### src/rtl/lvds_pkg.sv
// Shared types and constants for the LVDS transmit front end.
//   pair_t        : one differential output pair (p = true leg, n = complement).
//   MODE_TRUE /
//   MODE_EMULATED : buffer-type selectors handed to every lvds_out.
//   word_mode_e   : what a lane loads at a word boundary.
//   train_pattern : alternating 1010... starting at the MSB of a w-bit word.
package lvds_pkg;

  typedef struct packed {
    logic p;
    logic n;
  } pair_t;

  // Character constants packed into 64 bits so they can be compared at
  // elaboration time like any other parameter value.
  localparam logic [63:0] MODE_TRUE     = {32'h0, "True"};
  localparam logic [63:0] MODE_EMULATED = "Emulated";

  typedef enum logic [1:0] {
    WORD_IDLE  = 2'd0,
    WORD_DATA  = 2'd1,
    WORD_TRAIN = 2'd2
  } word_mode_e;

  function automatic logic [63:0] train_pattern(input int w);
    logic [63:0] r;
    r = '0;
    for (int i = 0; i < 64; i++) begin
      if (i < w) r[i] = (((w - 1 - i) % 2) == 0);
    end
    return r;
  endfunction

endpackage

### src/rtl/lvds_out.sv
// Single-bit LVDS output buffer.
//   Mode : MODE_TRUE uses a native differential buffer; MODE_EMULATED drives
//          the pair from two single-ended outputs with the complement built
//          in fabric. Both present n = ~p at the pins.
//   p    : bit to transmit.
//   pad  : differential pair.
module lvds_out
  import lvds_pkg::*;
#(
  parameter logic [63:0] Mode = MODE_TRUE
) (
  input  logic  p,
  output pair_t pad
);

  generate
    if (Mode == MODE_EMULATED) begin : g_emulated
      logic n_leg;
      assign n_leg = ~p;
      assign pad.p = p;
      assign pad.n = n_leg;
    end else begin : g_true
      assign pad = '{p: p, n: ~p};
    end
  endgenerate

endmodule

### src/rtl/lvds_tx_serializer.sv
// Multi-lane LVDS serializer with forwarded frame clock and training mode.
//   clk       : serial bit clock, one bit per lane per cycle.
//   rst_n     : asynchronous active-low reset.
//   data      : one Width-bit word per lane, lane 0 in the lowest slice.
//   valid     : data is valid.
//   ready     : data is taken this cycle.
//   train     : level; selects TrainWord at the next word boundary.
//   underflow : one-cycle pulse after a boundary that loaded IdleWord for
//               lack of valid data.
//   clk_pair  : forwarded frame clock (high for the first ceil(Width/2) bits).
//   pairs     : serial data lanes.
//
// Handshake: a transfer happens on a rising clk edge where valid && ready.
// ready is high for exactly one cycle per word (the last bit of the word in
// flight), depends only on flops and train, and never on valid. The serial
// stream never stalls: if no transfer happens at a boundary, IdleWord or
// TrainWord is sent instead.
module lvds_tx_serializer
  import lvds_pkg::*;
#(
  parameter int               Lanes     = 4,
  parameter int               Width     = 8,
  parameter logic [63:0]      Mode      = MODE_TRUE,
  parameter bit               MsbFirst  = 1'b0,
  parameter logic [Width-1:0] IdleWord  = '0,
  parameter logic [Width-1:0] TrainWord = Width'(train_pattern(Width))
) (
  input  logic                     clk,
  input  logic                     rst_n,
  input  logic [Lanes*Width-1:0]   data,
  input  logic                     valid,
  output logic                     ready,
  input  logic                     train,
  output logic                     underflow,
  output pair_t                    clk_pair,
  output pair_t [Lanes-1:0]        pairs
);

  localparam int            CntW     = $clog2(Width);
  localparam logic [CntW-1:0] LastCnt = CntW'(Width - 1);
  localparam logic [CntW-1:0] HalfCnt = CntW'((Width + 1) / 2);

  logic [CntW-1:0]  cnt_q, cnt_d;
  logic             armed_q, armed_d;
  logic             frame_q, frame_d;
  logic             underflow_q, underflow_d;
  logic [Width-1:0] sr_q [Lanes];
  logic [Width-1:0] sr_d [Lanes];

  logic             boundary;
  logic             ready_int;
  word_mode_e       word_mode;
  logic [Lanes:0]   out_bit;

  always_comb begin
    boundary  = (cnt_q == LastCnt);
    ready_int = boundary && armed_q && !train;
    cnt_d     = boundary ? '0 : cnt_q + CntW'(1);
    armed_d   = 1'b1;

    if (train)                  word_mode = WORD_TRAIN;
    else if (valid && ready_int) word_mode = WORD_DATA;
    else                        word_mode = WORD_IDLE;

    // The very first boundary after reset is not armed, so its IdleWord
    // is startup filler rather than an underflow.
    underflow_d = boundary && (word_mode == WORD_IDLE) && armed_q;

    // Registered from the next count so the clock lane lines up with the
    // bit index that will be on the data lanes next cycle.
    frame_d = (cnt_d < HalfCnt);

    for (int l = 0; l < Lanes; l++) begin
      if (boundary) begin
        case (word_mode)
          WORD_TRAIN: sr_d[l] = TrainWord;
          WORD_DATA:  sr_d[l] = data[l*Width +: Width];
          default:    sr_d[l] = IdleWord;
        endcase
      end else if (MsbFirst) begin
        sr_d[l] = sr_q[l] << 1;
      end else begin
        sr_d[l] = sr_q[l] >> 1;
      end
    end
  end

  always_ff @(posedge clk or negedge rst_n) begin
    if (!rst_n) begin
      cnt_q       <= LastCnt;
      armed_q     <= 1'b0;
      frame_q     <= 1'b0;
      underflow_q <= 1'b0;
      for (int l = 0; l < Lanes; l++) sr_q[l] <= '0;
    end else begin
      cnt_q       <= cnt_d;
      armed_q     <= armed_d;
      frame_q     <= frame_d;
      underflow_q <= underflow_d;
      for (int l = 0; l < Lanes; l++) sr_q[l] <= sr_d[l];
    end
  end

  assign ready     = ready_int;
  assign underflow = underflow_q;

  // Output bits come straight from flops so the pins see no logic glitches.
  genvar g;
  generate
    for (g = 0; g <= Lanes; g++) begin : g_out
      if (g < Lanes) begin : g_lane
        assign out_bit[g] = MsbFirst ? sr_q[g][Width-1] : sr_q[g][0];
        lvds_out #(.Mode(Mode)) u_lane (
          .p   (out_bit[g]),
          .pad (pairs[g])
        );
      end else begin : g_clk
        assign out_bit[g] = frame_q;
        lvds_out #(.Mode(Mode)) u_clk (
          .p   (out_bit[g]),
          .pad (clk_pair)
        );
      end
    end
  endgenerate

endmodule

### config.mk
export PLATFORM = sky130hd
export DESIGN_NAME = lvds_tx_serializer
export DESIGN_NICKNAME = d
export VERILOG_FILES = /design/src/rtl/lvds_pkg.sv /design/src/rtl/lvds_out.sv /design/src/rtl/lvds_tx_serializer.sv
export SDC_FILE = /design/constraint.sdc
export NUM_CORES = 1
export LEC_CHECK = 0
export BUFFER_PORTS_ARGS = -buffer_cell sky130_fd_sc_hd__buf_2
export CAP_MARGIN = 20
export CORE_UTILIZATION = 45
export DETAILED_ROUTE_END_ITERATION = 10
export GPL_TIMING_DRIVEN = 0
export HOLD_SLACK_MARGIN = 0.1
export PLACE_DENSITY = 0.85
export SYNTH_ARGS = -nofsm -noshare
export SYNTH_HDL_FRONTEND = slang
export SYNTH_SLANG_ARGS = --single-unit
export TNS_END_PERCENT = 30
### constraint.sdc
create_clock -name clk -period 1.3 [get_ports clk]
set_input_delay 0 -clock clk [delete_from_list [all_inputs] [get_ports clk]]
set_output_delay 0 -clock clk [all_outputs]
set_load 0.01 [all_outputs]
==> impl_metrics.ini <==
[critical_path]
crit_fanout = 10
cp-start-kind = flop
crit_type = reg -> reg
slowest_delay_ps = 570
slowest_stage = dfstp_2
crit_path_cell_trace = ha_4 -> ha_4 -> buf_4 -> nor2b_4 -> buf_6 -> a21oi_1
critPathArrivalTime_ps = 1800
r2r_setup_slack_ps = -270
required_ps = 1530
endpoint_kind = flop
path_common_cell = ha_4

[detailed_routing]
dr.pass1.iters = 6
drc = 0
vias = 1459
drt_iter0_drc = 88
wirelength_mm = 4.053
routed_via_density = 4.847
detail-route-antenna-nets = 0
wl_per_cell_um = 13.47

[cells_and_area]
area_growth_syn_to_layout_pct = 56.55
layout_commonest_cell = buf_2
antennaDiodeCount = 0
fin_util = 0.7385
final_layout_size_suffix_gt1_frac = 0.3333
fin_area_um2 = 2484
layout_common_cells = 48 x buf_2, 36 x dlygate4sd3_1, 35 x dfrtp_1
nets = 292

[pwr]
power_frac_comb = 0.127
ir_drop_uv = 689.5
p_clk_frac = 0.331
power.density_nw_per_um2 = 919.0
p_seq_frac = 0.542
p_leak_nw = 1.178
p_switching_uw = 528.3
swShare = 0.2314
p_int_mw = 1.754

[clocking]
clockBufferDepth = 2
cts.sinks = 38
insertion_delay_ps = 350
numCtsBuffers = 5
path_clk_slew_ps = 110
cts.htree.levels = 2
tritoncts = built
ctsRootBufferMaster = clkbuf_4

[logic_synthesis]
synth.distinct_cells = 17
ys_seq_area_frac = 0.6017
yosysTopAreaCellShare = 0.5521
synth_cells = 162
syn-num-nets = 200
synth_area_um2 = 1587
yosys_register_bits = 38
yosysTopAreaCell = dfrtp_1
synth.avg_cell_area_um2 = 9.793
ys_top_cells_by_area = dfrtp_1 55%, o22ai_1 6.3%, inv_1 5.2%
synth_warnings = 0

[global_route]
grt_max_degree = 39
antenna_found_initial = 0
grt.total_usage = 0.2359
gr-total-overflow = 0
grt_pass1_vias = 1461
grt_pass1_wl_mm = 6.168

[sta]
hold_viol_final = 0
setup_violations = 31
skew_ps = 10.37
finalSetupTns_ps = -5517
hold_ws_ps = 272.2
fin_ws_ps = -270.1
relSlewSlack = 0.4537
fmax_mhz = 636.9
post-route-period-util = 1.208
slew_violations = 0
fin_crit_ps = 1570
grt_setup_unrepaired = yes
worst_pin_slew_ps = 819.5

[min_path]
hp-class = in -> async

[run_status]
status = finished with violations
failed_checks = setup timing

[die]
initial_utilization = 0.4717
core_um2 = 3363
row_count = 21
die_height_um = 61.38
die_area_um2 = 3767
die_w_um = 61.38
boundaryPins = 48

[place]
place_hpwl_mm = 2.199
gp_congestion = 0.7808
post-place-ws_ps = -150.6
place_area_um2 = 1926
portBuffers = 46

[run]
maxCapViolCount = 0
-- power groups by stage --
| stage | clock network [mW] | logic, mW | registers, mW |
|---|---|---|---|
| after detailed placement | 0 | 0.198 | 1.26 |
| after floorplan | 0 | 0.0917 | 1.26 |
| after CTS | 0.771 | 0.282 | 1.24 |
| after global routing | 0.821 | 0.321 | 1.24 |
| final | 0.756 | 0.289 | 1.24 |
| after global placement | 0 | 0.194 | 1.26 |
-- final timing paths --
path / startpoint / end / cells past startpoint
min in group clk: train / ready / 3
worst min-delay path: rst_n / out_bit[1] / 2
worst max register to register: cnt_q[0] / sr_q[11] / 6
max in group asynchronous: rst_n / sr_q[4] / 2
worst min register to register: sr_q[30] / sr_q[29] / 2
worst max-delay path: cnt_q[0] / sr_q[11] / 6
-- sequential cells by signal, summed over array words and instances (netlist names) --
signal     flops
sr_q          28
out_bit        4
cnt_q          3
armed_q        1
frame_q        1
underflow      1
-- metrics by stage --
| step | power (mW) | instances |
|---|---|---|
| after floorplan | 1.348 | 162 |
| after CTS | 2.290 | 300 |
| after detailed placement | 1.456 | 254 |
| final | 2.283 | 301 |
| after global placement | 1.451 | 254 |
| after global routing | 2.384 | 301 |
-- cells by family after synthesis --
| family | after synthesis | synth area share |
|---|---|---|
| adders and majority gates | 2 | 0.01577 |
| AOI/OAI and AO/OA | 32 | 0.1167 |
| and+or+nand+nor | 50 | 0.1467 |
| DFF | 38 | 0.6017 |
| other | 1 | 0.002364 |
| buffers and inverters | 39 | 0.1167 |
-- final cells by class --
class / count / area (um2)
flip-flops and latches: 38 / 954.7
fillers: 238 / 879.6
multi-input cells: 85 / 499.2
inverters: 22 / 82.58
plain buffers: 16 / 165.2
repair buffers: 86 / 645.6
well taps: 46 / 57.56
clock buffers: 8 / 78.83
-- cells in the mapped netlist --
| library cell | instances |
|---|---|
| a21oi_1 | 12 |
| a31oi_1 | 4 |
| buf_2 | 7 |
| buf_4 | 8 |
| clkbuf_1 | 2 |
| conb_1 | 1 |
| dfrtp_1 | 35 |
| dfstp_2 | 3 |
| ha_1 | 2 |
| inv_1 | 22 |
| nand2_1 | 17 |
| nand3_1 | 12 |
| nand3b_4 | 1 |
| nor2_1 | 14 |
| nor2b_1 | 5 |
| nor3_1 | 1 |
| o22ai_1 | 16 |
-- critical path: cells and delay by family, from the launching register on --
family / cells / cell delay [ps]
AOI/OAI and AO/OA: 1 / 70
adders and majority gates: 2 / 270
buffers and inverters: 2 / 330
DFF: 1 / 570
and+or+nand+nor: 1 / 200
-- what timing repair did --
action,in CTS,in global routing
cloned,1,0
setup buffers,2,1
pin swaps,3,3
resized for setup,14,2
hold endpoints to repair,68,0
hold buffers,36,0
endpoints found under the setup margin,34,34
-- metal layers --
metal  vias up  GRT usage  part of all wire
li1        704          -                 -
met4         0    0.07302            0.0017
met5         -          0                 0
met3         2    0.07563             0.054
met1       693     0.2524              0.41
met2        60     0.4410              0.54
Power figures use the tool's default switching activity.
